===== src/rtl/mul12_recursive_sched.sv =====
// mul12_recursive_sched: sequential 12x12 unsigned multiplier that reuses one
// 6x6 multiplier across the four half-word sub-products (LL, HL, LH, HH) and
// accumulates them into a 24-bit product. Valid/ready handshakes on both sides.
// Optional build macro: ZERO_SKIP_EN (a zero operand bypasses the MUL phase).

// Exact 6x6 unsigned multiplier shared by the controller below.
module mul6x6 (
  input  logic [5:0]  x,
  input  logic [5:0]  y,
  output logic [11:0] prod
);
  assign prod = {6'b0, x} * {6'b0, y};
endmodule

module mul12_recursive_sched #(
  parameter bit BACK_TO_BACK = 1'b1
) (
  input  logic        clk,
  input  logic        rst,
  input  logic        in_valid,
  output logic        in_ready,
  input  logic [11:0] a,
  input  logic [11:0] b,
  output logic        out_valid,
  input  logic        out_ready,
  output logic [23:0] p,
  output logic        busy
);

  typedef enum logic [1:0] {IDLE, MUL, DONE} state_t;

  state_t      state_q, state_d;
  logic [1:0]  idx_q, idx_d;
  logic [23:0] acc_q, acc_d;
  logic [11:0] a_q, a_d;
  logic [11:0] b_q, b_d;

  logic [5:0]  mul_x, mul_y;
  logic [11:0] mul_prod;
  logic [23:0] pp_shifted;
  logic        accept;

  mul6x6 u_mul6x6 (
    .x    (mul_x),
    .y    (mul_y),
    .prod (mul_prod)
  );

  // Handshake outputs; in DONE a new pair can only enter alongside a consumed result.
  always_comb begin
    in_ready = 1'b0;
    if (state_q == IDLE) begin
      in_ready = 1'b1;
    end else if (state_q == DONE && BACK_TO_BACK) begin
      in_ready = out_ready;
    end
  end

  assign accept    = in_valid && in_ready;
  assign out_valid = (state_q == DONE);
  assign busy      = (state_q == MUL);
  assign p         = acc_q;

  // Select the operand slices for this step and align the sub-product to its weight.
  always_comb begin
    mul_x      = a_q[5:0];
    mul_y      = b_q[5:0];
    pp_shifted = 24'd0;
    case (idx_q)
      2'd0: begin
        mul_x      = a_q[5:0];
        mul_y      = b_q[5:0];
        pp_shifted = {12'b0, mul_prod};
      end
      2'd1: begin
        mul_x      = a_q[11:6];
        mul_y      = b_q[5:0];
        pp_shifted = {6'b0, mul_prod, 6'b0};
      end
      2'd2: begin
        mul_x      = a_q[5:0];
        mul_y      = b_q[11:6];
        pp_shifted = {6'b0, mul_prod, 6'b0};
      end
      default: begin
        mul_x      = a_q[11:6];
        mul_y      = b_q[11:6];
        pp_shifted = {mul_prod, 12'b0};
      end
    endcase
  end

  // Next-state logic: accept new operands, step through the four sub-products, hold result.
  always_comb begin
    state_d = state_q;
    idx_d   = idx_q;
    acc_d   = acc_q;
    a_d     = a_q;
    b_d     = b_q;
    if (accept) begin
      a_d   = a;
      b_d   = b;
      acc_d = 24'd0;
      idx_d = 2'd0;
`ifdef ZERO_SKIP_EN
      if (a == 12'd0 || b == 12'd0) begin
        state_d = DONE;
      end else begin
        state_d = MUL;
      end
`else
      state_d = MUL;
`endif
    end else begin
      case (state_q)
        IDLE: state_d = IDLE;
        MUL: begin
          acc_d = acc_q + pp_shifted;
          idx_d = idx_q + 2'd1;
          if (idx_q == 2'd3) begin
            state_d = DONE;
          end
        end
        DONE: begin
          if (out_ready) begin
            state_d = IDLE;
          end
        end
        default: state_d = IDLE;
      endcase
    end
  end

  // State and datapath registers with synchronous reset dropping any in-flight work.
  always_ff @(posedge clk) begin
    if (rst) begin
      state_q <= IDLE;
      idx_q   <= 2'd0;
      acc_q   <= 24'd0;
      a_q     <= 12'd0;
      b_q     <= 12'd0;
    end else begin
      state_q <= state_d;
      idx_q   <= idx_d;
      acc_q   <= acc_d;
      a_q     <= a_d;
      b_q     <= b_d;
    end
  end

endmodule


===== config.mk =====
export PLATFORM = sky130hd
export DESIGN_NAME = mul12_recursive_sched
export DESIGN_NICKNAME = d
export VERILOG_FILES = /design/src/rtl/mul12_recursive_sched.sv
export SDC_FILE = /design/constraint.sdc
export NUM_CORES = 1
export LEC_CHECK = 0
export ABC_CLOCK_PERIOD_IN_PS = 10200
export CAP_MARGIN = 15
export CELL_PAD_IN_SITES_DETAIL_PLACEMENT = 1
export CELL_PAD_IN_SITES_GLOBAL_PLACEMENT = 1
export CORE_MARGIN = 2
export CORE_UTILIZATION = 40
export CTS_CLUSTER_SIZE = 20
export DETAILED_ROUTE_END_ITERATION = 16
export GPL_TIMING_DRIVEN = 0
export HOLD_SLACK_MARGIN = 0.1
export PLACE_DENSITY = 0.83
export SYNTH_ARGS = -nofsm -noshare
export SYNTH_HDL_FRONTEND = slang
export SYNTH_SLANG_ARGS = --single-unit

===== constraint.sdc =====
create_clock -name clk -period 10.2 [get_ports clk]
set_input_delay 2.55 -clock clk [delete_from_list [all_inputs] [get_ports clk]]
set_output_delay 2.55 -clock clk [all_outputs]
set_load 0.01 [all_outputs]

==> run summary <==
• 52 — total clock sinks
• 0 — number of maximum-capacitance constraint violations
• 0 — Yosys warnings
• 2.70 ns — register-to-register setup slack
• 52 — number of storage elements in the synthesis netlist
• 0 — number of enable-type register cells in the synthesized netlist
• 0 — Post-CTS Hold Fix Bufs
• 38 — row count
• met2 — layer with the highest usage
• flop — crit path launch type
• 21800 um — first-pass GRT wire length
• 2.30 nW — Leak Pwr
• reg -> reg — classification of the worst-slack hold path
• sky130_fd_sc_hd__dfxtp_1 — commonest register cell after synthesis
• 7.50 ns — Min Clock Period, post-route
• 0.65 ns — delay of the slowest cell on the worst path
• 581 — gate count of the mapped netlist
• 5.47 — DR vias/cell
• 9 — Worst Path Max Fanout
• 0 — number of setup buffers added after CTS
• 2 — Max Root-Sink Buffers
• 0.11 ns — clock slew at the register clock pins of the worst setup and hold paths
• 83.5 nW/um2 — power density over the cells
• 133 MHz — Peak Freq
• sky130_fd_sc_hd__clkbuf_8 — clock tree root driver cell
• 110 um — Die Y-Extent
• 0 — count of antenna-violating nets left after detailed routing
• 110 um — x dimension of the die
• finished clean — run status
• 10900 um2 — core outline area
• adder cells — category of cells accounting for the largest share of critical-path delay
• 54 — count of input and output buffers
• 53.3% — worst slew margin relative to its limit
• 7.76 ns — endpoint arrival time on the critical path
• flop — Critical Path End Type
• 51 — number of distinct standard cells referenced by the synthesized netlist
• 23.1% — global-route usage over all layers
• 3.41% — global-route met3 utilization
• 0 ns — summed negative setup slack over all endpoints
• 0.681 ns — transition time of the tightest slew-check pin
• 0.443 mW — total design power
• 2 — H-tree level count
• 4 — drt first pass iters
• 0 — DRC violations left
• 4490 um2 — summed instance area of the synthesized netlist
• 2.72 ns — worst setup slack before clock tree synthesis
• no — setup repair after global routing missed its margin
• 0.00971 ns — Clock Skew
• 674 — net count of the mapped netlist
• 11000 um — estimated wirelength of the detail-placed design
• 0 — initial antenna violation count
• 0 — number of max-slew violations in the final report
• 735 — Nets
• 4.82% — layout cell share with drive strength beyond 1
• 0.0661 mV — VDD IR max
• 5310 um2 — Finished Cell Area
• 5 — clock buffer count from CTS
• 20 — largest net degree at the start of global routing
• 5 — Bufs and invs on worst path
• 23.2% — sequential-to-total area share from yosys stat
• sky130_fd_sc_hd__nand2_1 — most common cell after layout, fill and taps aside
• 0 — antenna cells
• 10.46 ns — CP required
• sky130_fd_sc_hd__mux2i_1 — master of the slowest instance on the critical path
• 0.874 — RD Place Congestion
• 5210 um2 — cell area after placement
• 0 — hold violation total from the final report
• 7.73 um2 — average instance area after synthesis
• 55 — I/O Pins
• 4529 — vias in the first global route
• 18.1% — area growth from synthesis to final layout
• built — clock tree from TritonCTS
• 225 — DR iter-0 viols
• 73.5% — period utilization
• 2.70 ns — final worst slack
• 40.3% — met2 capacity usage during global routing
• 4283 — Vias
• 0 — Final setup viols
• 16.9 um — per-cell routed wire length
• 0.32 ns — clk_lat worst skew
• 0 — remaining global-route overflow
• 13300 um — Routed WL
• reg -> reg — Setup CP Type
• sky130_fd_sc_hd__nand2_1, sky130_fd_sc_hd__a21oi_1, sky130_fd_sc_hd__nor2_1, sky130_fd_sc_hd__clkdlybuf4s50_1, sky130_fd_sc_hd__dfxtp_1 — top library cells by usage in the layout, fill and taps aside
• 30.1% — met1 Resource Use GR
• 41.3% — initial standard-cell utilization of the core
• 0% — async set or reset register ratio after synthesis
• 0 — post-cts gate resize count
• 12100 um2 — Die Area
## Yosys cell counts, types with 2 or more instances
| cell | number | area share [%] |
|---|---|---|
| sky130_fd_sc_hd__a21oi_1 | 61 | 6.8 |
| sky130_fd_sc_hd__nand3_1 | 10 | 1.1 |
| sky130_fd_sc_hd__and3_1 | 6 | 0.84 |
| sky130_fd_sc_hd__inv_1 | 35 | 2.9 |
| sky130_fd_sc_hd__nand4_1 | 6 | 0.84 |
| sky130_fd_sc_hd__or3_1 | 3 | 0.42 |
| sky130_fd_sc_hd__or2_2 | 10 | 1.4 |
| sky130_fd_sc_hd__a211oi_1 | 6 | 1.0 |
| sky130_fd_sc_hd__a21o_1 | 14 | 2.3 |
| sky130_fd_sc_hd__nand2b_1 | 7 | 0.97 |
| sky130_fd_sc_hd__nand2_1 | 95 | 7.9 |
| sky130_fd_sc_hd__a22o_1 | 5 | 0.97 |
| sky130_fd_sc_hd__mux2i_1 | 17 | 3.8 |
| sky130_fd_sc_hd__and2_1 | 8 | 1.1 |
| sky130_fd_sc_hd__nor2b_1 | 9 | 1.3 |
| sky130_fd_sc_hd__o211ai_1 | 3 | 0.50 |
| sky130_fd_sc_hd__ha_1 | 47 | 13 |
| sky130_fd_sc_hd__clkbuf_1 | 20 | 1.7 |
| sky130_fd_sc_hd__nor3_1 | 6 | 0.67 |
| sky130_fd_sc_hd__a21oi_2 | 3 | 0.59 |
| sky130_fd_sc_hd__nor2_1 | 58 | 4.8 |
| sky130_fd_sc_hd__o21ai_1 | 16 | 1.8 |
| sky130_fd_sc_hd__fa_1 | 18 | 8.0 |
| sky130_fd_sc_hd__buf_2 | 2 | 0.22 |
| sky130_fd_sc_hd__xor2_1 | 9 | 1.8 |
| sky130_fd_sc_hd__a22oi_1 | 6 | 1.0 |
| sky130_fd_sc_hd__nor2_2 | 2 | 0.28 |
| sky130_fd_sc_hd__o21ai_0 | 4 | 0.45 |
| sky130_fd_sc_hd__a31oi_1 | 2 | 0.28 |
| sky130_fd_sc_hd__a32o_1 | 2 | 0.45 |
| sky130_fd_sc_hd__o21a_1 | 7 | 1.2 |
| sky130_fd_sc_hd__dfxtp_1 | 52 | 23 |
| sky130_fd_sc_hd__xnor2_1 | 13 | 2.5 |
| sky130_fd_sc_hd__buf_1 | 2 | 0.17 |
## sequential cells by signal (all words and copies together) (netlist names)
| name | count |
|---|---|
| p | 24 |
| a_q | 12 |
| b_q | 12 |
| idx_q | 2 |
| state_q | 2 |
## cell type report
type,count,area (um2)
Timing Repair Buffer,54,541
Clock buffer,5,68.8
Sequential cell,52,1040
Buffer,24,92.6
Tap cell,140,175
Inverter,35,131
Fill cell,1383,5580
Clock inverter,3,28.8
Multi-Input combinational cell,470,3230
## path summary, 6_finish.rpt
check             startpoint      to  cells after the start
hold reg to reg       a_q[8]  a_q[8]                      2
hold / removal        a_q[8]  a_q[8]                      2
setup / recovery    idx_q[0]   p[23]                     27
setup reg to reg    idx_q[0]   p[23]                     27
## worst min-delay path: stages (launching register included)
cell,delay [ns]
sky130_fd_sc_hd__dfxtp_1,0.33
sky130_fd_sc_hd__nand2_1,0.05
sky130_fd_sc_hd__a21oi_1,0.05
## kinds of logic after synthesis
kind of cell	count (synthesis)	synth area share [%]
AND/OR/NAND/NOR	227	23.0
AO/OA/AOI/OAI	139	19.6
adder cells (fa/ha/maj)	65	21.1
buffers and inverters	59	4.99
flip-flops	52	23.2
XOR/XNOR	22	4.29
multiplexers	17	3.79
## through the flow
| stage | instances | hold slack [ns] | utilization (%) |
|---|---|---|---|
| global route | 783 | 0.490 | 48.7 |
| floorplan | 581 | 0.436 | - |
| CTS | 783 | 0.467 | 48.7 |
| finish | 783 | 0.464 | 48.7 |
| global placement | 775 | 0.443 | 47.8 |
| detailed placement | 775 | 0.450 | 47.8 |
## power by group
part           leakage [nW]  internal, mW  total [mW]  switching (mW)
Combinational          1.82        0.0374      0.0946          0.0572
Clock                0.0511        0.0520       0.133          0.0813
Sequential            0.423         0.210       0.215         0.00502
Total                  2.30         0.300       0.443           0.143
## routing by layer
layer / share of wire [%] / vias up
met1: 45 / 2084
met5: 0 / -
met2: 50 / 74
met3: 3.5 / 17
met4: 1.5 / 0
li1: - / 2108
Note: power is estimated with default switching activity, not from simulation.
